$ cat src/rtl/i2c_tx_burst_sequencer.sv
// Burst sequencer between the TX control register and the I2C byte shifter.
// Frames bursts with START/STOP, pulls payload bytes, spaces bursts by a gap.
//
// Ports:
//   clk, rst            clock, synchronous active-high reset
//   start, tsize,       transaction request; size/burst latched on accept
//   tburst
//   src_data/valid/     payload byte source (valid/ready)
//   ready
//   tx_data, tx_load,   byte and one-cycle command pulses to the shifter
//   tx_start, tx_stop
//   tx_done             shifter completion pulse for START/byte/STOP
//   busy, done          transaction status; done is a one-cycle pulse
//   byte_cnt, burst_cnt progress counters
module i2c_tx_burst_sequencer #(
  parameter int DW         = 8,
  parameter int GAP_CYCLES = 4
) (
  input  logic          clk,
  input  logic          rst,
  input  logic          start,
  input  logic [DW-1:0] tsize,
  input  logic [DW-1:0] tburst,
  input  logic [DW-1:0] src_data,
  input  logic          src_valid,
  output logic          src_ready,
  output logic [DW-1:0] tx_data,
  output logic          tx_load,
  output logic          tx_start,
  output logic          tx_stop,
  input  logic          tx_done,
  output logic          busy,
  output logic          done,
  output logic [DW-1:0] byte_cnt,
  output logic [DW-1:0] burst_cnt
);

  typedef enum logic [3:0] {
    IDLE,
    CHECK,
    SBIT,
    SWAIT,
    FETCH,
    LOAD,
    BWAIT,
    PBIT,
    PWAIT,
    GAP,
    FIN
  } state_t;

  state_t        state;
  logic [DW-1:0] size_q;
  logic [DW-1:0] burst_q;
  logic [7:0]    gap_cnt;
  logic [DW-1:0] byte_nx;
  logic [DW-1:0] burst_nx;

  assign byte_nx  = byte_cnt + DW'(1);
  assign burst_nx = burst_cnt + DW'(1);

  // Outputs are registered: each is set on the transition into the
  // state that owns it, so it is high for exactly that state.
  always_ff @(posedge clk) begin
    if (rst) begin
      state     <= IDLE;
      size_q    <= '0;
      burst_q   <= '0;
      gap_cnt   <= '0;
      src_ready <= 1'b0;
      tx_data   <= '0;
      tx_load   <= 1'b0;
      tx_start  <= 1'b0;
      tx_stop   <= 1'b0;
      busy      <= 1'b0;
      done      <= 1'b0;
      byte_cnt  <= '0;
      burst_cnt <= '0;
    end else begin
      tx_load  <= 1'b0;
      tx_start <= 1'b0;
      tx_stop  <= 1'b0;
      done     <= 1'b0;
      unique case (state)
        IDLE: begin
          if (start) begin
            size_q    <= tsize;
            burst_q   <= tburst;
            byte_cnt  <= '0;
            burst_cnt <= '0;
            busy      <= 1'b1;
            state     <= CHECK;
          end
        end
        CHECK: begin
          if (size_q == '0 || burst_q == '0) begin
            done  <= 1'b1;
            state <= FIN;
          end else begin
            tx_start <= 1'b1;
            state    <= SBIT;
          end
        end
        SBIT: state <= SWAIT;
        SWAIT: begin
          if (tx_done) begin
            src_ready <= 1'b1;
            state     <= FETCH;
          end
        end
        FETCH: begin
          if (src_valid) begin
            tx_data   <= src_data;
            src_ready <= 1'b0;
            tx_load   <= 1'b1;
            state     <= LOAD;
          end
        end
        LOAD: state <= BWAIT;
        BWAIT: begin
          if (tx_done) begin
            byte_cnt <= byte_nx;
            if (byte_nx == size_q) begin
              tx_stop <= 1'b1;
              state   <= PBIT;
            end else begin
              src_ready <= 1'b1;
              state     <= FETCH;
            end
          end
        end
        PBIT: state <= PWAIT;
        PWAIT: begin
          if (tx_done) begin
            burst_cnt <= burst_nx;
            if (burst_nx == burst_q) begin
              // final counts stay visible until the next start
              done  <= 1'b1;
              state <= FIN;
            end else begin
              byte_cnt <= '0;
              gap_cnt  <= 8'(GAP_CYCLES - 1);
              state    <= GAP;
            end
          end
        end
        GAP: begin
          if (gap_cnt == '0) begin
            tx_start <= 1'b1;
            state    <= SBIT;
          end else begin
            gap_cnt <= gap_cnt - 8'd1;
          end
        end
        FIN: begin
          busy  <= 1'b0;
          state <= IDLE;
        end
        default: state <= IDLE;
      endcase
    end
  end

endmodule
$ cat config.mk
export PLATFORM = sky130hd
export DESIGN_NAME = i2c_tx_burst_sequencer
export DESIGN_NICKNAME = d
export VERILOG_FILES = /design/src/rtl/i2c_tx_burst_sequencer.sv
export SDC_FILE = /design/constraint.sdc
export NUM_CORES = 1
export LEC_CHECK = 0
export BUFFER_PORTS_ARGS = -buffer_cell sky130_fd_sc_hd__buf_2
export CORE_MARGIN = 5
export CORE_UTILIZATION = 45
export DETAILED_ROUTE_END_ITERATION = 8
export HOLD_SLACK_MARGIN = 0.05
export PLACE_DENSITY = 0.69
export SETUP_SLACK_MARGIN = 0.4
export SLEW_MARGIN = 20
export SYNTH_ARGS = -nofsm -noshare
export SYNTH_HDL_FRONTEND = slang
export SYNTH_SLANG_ARGS = --single-unit
$ cat constraint.sdc
create_clock -name clk -period 2.3 [get_ports clk]
set_input_delay 0.115 -clock clk [delete_from_list [all_inputs] [get_ports clk]]
set_output_delay 0.115 -clock clk [all_outputs]
set_load 0.02 [all_outputs]
* Yosys cells after proc, flatten, opt, wreduce, memory -nomap -nowiden
Index checks and enable logic that the tools add are counted.
** Word-level totals
- Output and inout bits :: 30
- Logic and storage cells :: 97
- Flip-flop bits (word level) :: 58
- Input bits :: 29
** Cells by class
- $add $sub $neg :: 3
- Equality and inequality tests :: 21
- Bitwise operators :: 3
- Reductions and logical operators :: 20
- Mux-type cells :: 37
** Operators with widths (count)
- two-way mux 8 bit :: 8
- case mux 4 bit (10 select lines) :: 1
- case mux 8 bit (2 select lines) :: 2
- two-way mux 4 bit :: 7
- zero test 8 bit :: 3
- case mux 8 bit (3 select lines) :: 1
- != test 2 bit, second input constant :: 9
- adder 8 x 1 -> 8 bit, second input constant :: 2
- == test 4 x 3 -> 1 bit, second input constant :: 4
- == test 8 bit :: 2
- == test 4 bit, second input constant :: 3
- two-way mux 1 bit :: 12
- AND reduction 5 bit :: 2
- == test 4 x 2 -> 1 bit, second input constant :: 2
- subtractor 8 x 1 -> 8 bit, second input constant :: 1
- case mux 1 bit (2 select lines) :: 3
- AND reduction 2 bit :: 3
- AND reduction 6 bit :: 1
- nonzero test 2 bit :: 3
- nonzero test 3 bit :: 2
- == test 4 x 1 -> 1 bit, second input constant :: 1
- zero test 4 bit :: 1
- two-way mux 2 bit :: 2
- AND reduction 4 bit :: 1
- 6 further kinds :: 8

* Longest topological paths before layout
- Depth after elaboration :: 5
- Depth in mapped cells :: 8
- Gate-level depth less buffers :: 7

* Least setup slack after synthesis
OpenSTA, ideal clock, no wires.
- Kind :: register to register
- Start point :: register burst_cnt[0]
- End point :: register byte_cnt[0]
- Buffers on the path :: 0
- Data required time :: 2.179 ns
- Arrival :: 2.440 ns
- Setup time :: 0.121 ns
- Setup slack :: -0.261 ns
- Stages on the path, launching flop included :: 8
- Clock period less this slack :: 2.561 ns
- Cells stage by stage :: dfxtp_1 -> ha_1 -> nand3_1 -> nor3_1 -> o221ai_2 -> or4_4 -> o21ai_4 -> mux2_4
** Between the ends
- Word-level cells in the longest chain between the ends :: 4
** Ends and longest elaborated chain
- from (decl) :: RTL line 35 : output logic [DW-1:0] burst_cnt
- from (signal assigned) :: RTL line 135 : burst_cnt <= burst_nx;
- adder 8 x 1 -> 8 bit :: RTL line 60 : assign burst_nx = burst_cnt + DW'(1);
- == test 8 bit :: RTL line 136 : if (burst_nx == burst_q) begin
- != test 2 bit (no line)
- AND reduction 5 bit (no line)
- to (signal assigned) :: RTL line 122 : byte_cnt <= byte_nx;
- to (decl) :: RTL line 34 : output logic [DW-1:0] byte_cnt,
No other way between the ends.
A chain may end at the register's enable or synchronous reset.

* Final worst setup path
- Start point :: register burst_cnt[1]
- End point :: register byte_cnt[0]
Same word-level chain as after synthesis.

==> key figures <==
Synthesis
  • Fraction of synthesized area in multiplexers: 2.10%
  • Gate Count Post-Synth: 410
  • Basic-gate share of the synthesized area counting and, or, nand and nor cells: 27.3%
  • Number of flops mapped to enable cells by yosys: 0
  • Post-synth top flop: sky130_fd_sc_hd__dfxtp_1
  • Avg Cell Area, Syn: 7.86 um2
  • XOR/XNOR share of the synthesized area: 4.89%
  • Post-Syn Area: 0.00322 mm2
  • Main combinational cell family by area after synthesis: simple AND/OR/NAND/NOR gates
  • Most numerous cell in the Yosys netlist: sky130_fd_sc_hd__nand2_1
  • Area share of the largest cell type after synthesis: 36.0%
  • Synth cell types: 66
  • Cell types occupying the most area after synthesis: sky130_fd_sc_hd__dfxtp_1 (36%), sky130_fd_sc_hd__nand2_1 (8.6%), sky130_fd_sc_hd__a21oi_1 (6.8%), sky130_fd_sc_hd__xnor2_1 (2.7%), sky130_fd_sc_hd__clkbuf_1 (2.6%)
  • Synthesized Nets: 442
  • Cell taking the most area after synthesis: sky130_fd_sc_hd__dfxtp_1
  • Post-Synth Adder-Cell Area: 1.17%
  • Post-synthesis async set-or-reset flop share: 0%
  • Complex-gate fraction of the synthesized area: 24.0%
  • Top cell types by occurrence after synthesis: sky130_fd_sc_hd__nand2_1 (74), sky130_fd_sc_hd__dfxtp_1 (58), sky130_fd_sc_hd__a21oi_1 (44)
  • Post-synthesis sequential area ratio: 36.0%
  • Register bit count reported by yosys: 58
  • Yosys warns: 0

Pwr
  • Static leakage: 1.78 nW
  • Proportion of power drawn by combinational gates: 42.9%
  • Total power draw: 3.81 mW
  • Max rail drop VDD: 431 uV
  • Register share of total power: 35.3%
  • Switching power: 1.48 mW
  • P per Cell Area: 867 mW/mm2
  • Switching Share: 38.9%
  • Cell-internal power: 2.32 mW
  • Clock group share of total power: 21.8%

Timing
  • Transition at the pin with the smallest max-transition slack: 635 ps
  • Setup repair after global routing missed its margin: yes
  • Max-slew violation total from the final report: 0
  • Slew margin rel.: 57.6%
  • Final critical-path required period: 2290 ps
  • Peak Freq: 437 MHz
  • Sum of negative setup slack: 0 ps
  • Setup-failing EPs final: 0
  • Final worst-path cycle share: 99.5%
  • Clock skew after layout: 8.57 ps
  • Number of failing hold endpoints at the final stage: 0

Die
  • Die Y-Extent: 94.6 um
  • Num ports: 59
  • Rows: 30
  • Die area: 0.00895 mm2
  • Die X: 94.6 um
  • Core Box Area: 0.00687 mm2
  • Initial core utilization: 46.9%

Setup path
  • Arrival time at the worst endpoint: 2500 ps
  • Peak per-stage delay on the critical path: 480 ps
  • Maximum fanout along the worst path: 6
  • Type of element capturing the critical path: register
  • Kind of critical path: reg2reg
  • Required time at the worst-slack endpoint: 2520 ps
  • Launching element type of the critical path: register
  • CP cell instances: ha_4 > o21ba_4 > a221oi_4 > o221ai_2 > or4_4 > o21ai_4 > mux2_4
  • Critical path's slowest cell: sky130_fd_sc_hd__or4_4

Detailed routing
  • Drt initial violations: 247
  • Total wire length after detailed routing: 9.34 mm
  • Routed vias: 3452
  • First-pass iteration count of the detailed router: 6
  • Via-per-instance ratio: 5.66
  • Per-cell routed wire length: 15.3 um
  • Post-route ant nets: 0
  • DRC Markers: 0

Worst hold path
  • Worst hold-check path type: in2reg

Final layout
  • Finished Core Util: 64.0%
  • Area added between synthesis and finish: 36.3%
  • Layout Nets: 540
  • Fraction of layout cells with a size suffix above 1: 30.2%
  • Count of placed standard cells in the final layout, fillers left out: 610

GRT
  • Global-route wire length before repair: 15.7 mm
  • Number of antenna violations at the first check in global routing: 0
  • Maximum number of pins on one net before global-route repair: 36
  • Via count of the first global-routing pass: 3252
  • GRT Resource Usage Total: 22.1%
  • Residual overflow from global routing: 0

Clock network
  • TritonCTS clock tree: built
  • Reg clk slew, reported paths: 70 ps
  • Insertion delay to the later sink of the worst-skew pair: 330 ps
  • Clock Path Buffers: 2
  • Sinks on the clock net: 58
  • Cell at the root of the clock tree: sky130_fd_sc_hd__clkbuf_8
  • Total clock buffers created by CTS: 9
  • CTS H-Tree Depth: 3

Place
  • Number of buffers added on ports: 58
  • DPL Wire Length: 6.14 mm
  • Weighted congestion reported at the end of routability-driven placement: 0.871
  • Placed Cells: 558

Job
  • Number of violations of the max-capacitance limit: 0

Status
  • Run status: finished clean
==> flip-flops by register name, summed over array words and instances (netlist names) <==
name / cells
burst_cnt: 8
burst_q: 8
byte_cnt: 8
gap_cnt: 8
size_q: 8
tx_data: 8
state: 4
busy: 1
done: 1
src_ready: 1
tx_load: 1
tx_start: 1
tx_stop: 1
==> kinds of logic (layout without fill, tap and decap cells) <==
kind of cell | after synthesis | after routing
AND/OR/NAND/NOR | 176 | 176
AO/OA/AOI/OAI | 114 | 114
flip-flops | 58 | 58
buffers and inverters | 35 | 138
XOR/XNOR | 18 | 18
multiplexers | 6 | 6
adder cells (fa/ha/maj) | 3 | 3
other | 0 | 1
==> power groups by stage <==
stage | clock, mW | combinational [mW] | sequential [mW]
CTS | 0.854 | 1.54 | 1.32
global placement | 0 | 1.37 | 1.33
finish | 0.831 | 1.63 | 1.34
floorplan | 0 | 1.00 | 1.31
detailed placement | 0 | 1.39 | 1.34
global route | 0.912 | 1.80 | 1.36
==> metal layers <==
metal  GRT usage [%]  up-vias  part of all wire, %  routed length [um]
li1                -     1701                    -                   -
met1            28.0     1628                   43                4060
met2            36.9      105                   50                4650
met3            6.22       18                  5.0                 467
met4            5.89        0                  1.8                 166
met5               0        -                    0                   0
==> cell usage in the layout, fill, tap and decap left out, types with 7 or more instances in the layout <==
| master | synthesis | layout |
|---|---|---|
| sky130_fd_sc_hd__buf_2 | 1 | 58 |
| sky130_fd_sc_hd__nor4_1 | 7 | 7 |
| sky130_fd_sc_hd__dlygate4sd3_1 | 0 | 24 |
| sky130_fd_sc_hd__nand4_1 | 7 | 7 |
| sky130_fd_sc_hd__nor3_1 | 15 | 12 |
| sky130_fd_sc_hd__a21oi_1 | 44 | 41 |
| sky130_fd_sc_hd__clkbuf_8 | 0 | 11 |
| sky130_fd_sc_hd__nor2_1 | 20 | 20 |
| sky130_fd_sc_hd__buf_4 | 1 | 28 |
| sky130_fd_sc_hd__nand3_1 | 14 | 11 |
| sky130_fd_sc_hd__o21ai_0 | 11 | 11 |
| sky130_fd_sc_hd__nand2_1 | 74 | 73 |
| sky130_fd_sc_hd__dfxtp_1 | 58 | 48 |
| sky130_fd_sc_hd__xnor2_1 | 10 | 9 |
| sky130_fd_sc_hd__xor2_1 | 8 | 8 |
| sky130_fd_sc_hd__nor2b_1 | 8 | 8 |
==> area by class of cell <==
class	instances	area, um2
inverters	9	37.5
repair buffers	113	774
clock buffers	13	159
clock inverters	3	15.0
fillers	592	2480
multi-input cells	317	2100
diodes	1	2.50
well taps	96	120
flip-flops and latches	58	1180
==> worst max-delay path: cells and delay by family (launching register included) <==
family,cells,cell delay (ps)
AOI/OAI and AO/OA,4,840
adders and majority gates,1,180
DFF,1,360
muxes,1,310
and+or+nand+nor,1,480
==> worst paths after layout <==
| check | slack, ps | to | depth (start not counted) | from |
|---|---|---|---|---|
| worst min register to register | 460 | tx_data[7]$_SDFFE_PP0P_ | 2 | tx_data[7]$_SDFFE_PP0P_ |
| worst min-delay path | 180 | done$_SDFF_PP0_ | 3 | tx_done |
| worst max register to register | 10 | byte_cnt[0]$_SDFFE_PP0P_ | 7 | burst_cnt[1]$_SDFFE_PP0P_ |
| worst max-delay path | 10 | byte_cnt[0]$_SDFFE_PP0P_ | 7 | burst_cnt[1]$_SDFFE_PP0P_ |
==> through the flow <==
| stage | hold WS [ps] | worst slack [ps] | cell area, um2 |
|---|---|---|---|
| after floorplan | 251 | 24.7 | 3280 |
| after global placement | 357 | 65.5 | 3730 |
| after detailed placement | 361 | 20.4 | 3730 |
| after CTS | 168 | 31.9 | 4290 |
| after global routing | 157 | -65.5 | 4390 |
| final | 176 | 11.7 | 4390 |
==> timing repair <==
| item | CTS | global route |
|---|---|---|
| setup buffers | 7 | 4 |
| pin swaps | 11 | 17 |
| endpoints found under the setup margin | 29 | 43 |
| hold buffers | 24 | 0 |
| endpoints found under the hold margin | 24 | 0 |
| gates resized for setup | 20 | 18 |
Note: power is estimated with default switching activity, not from simulation.
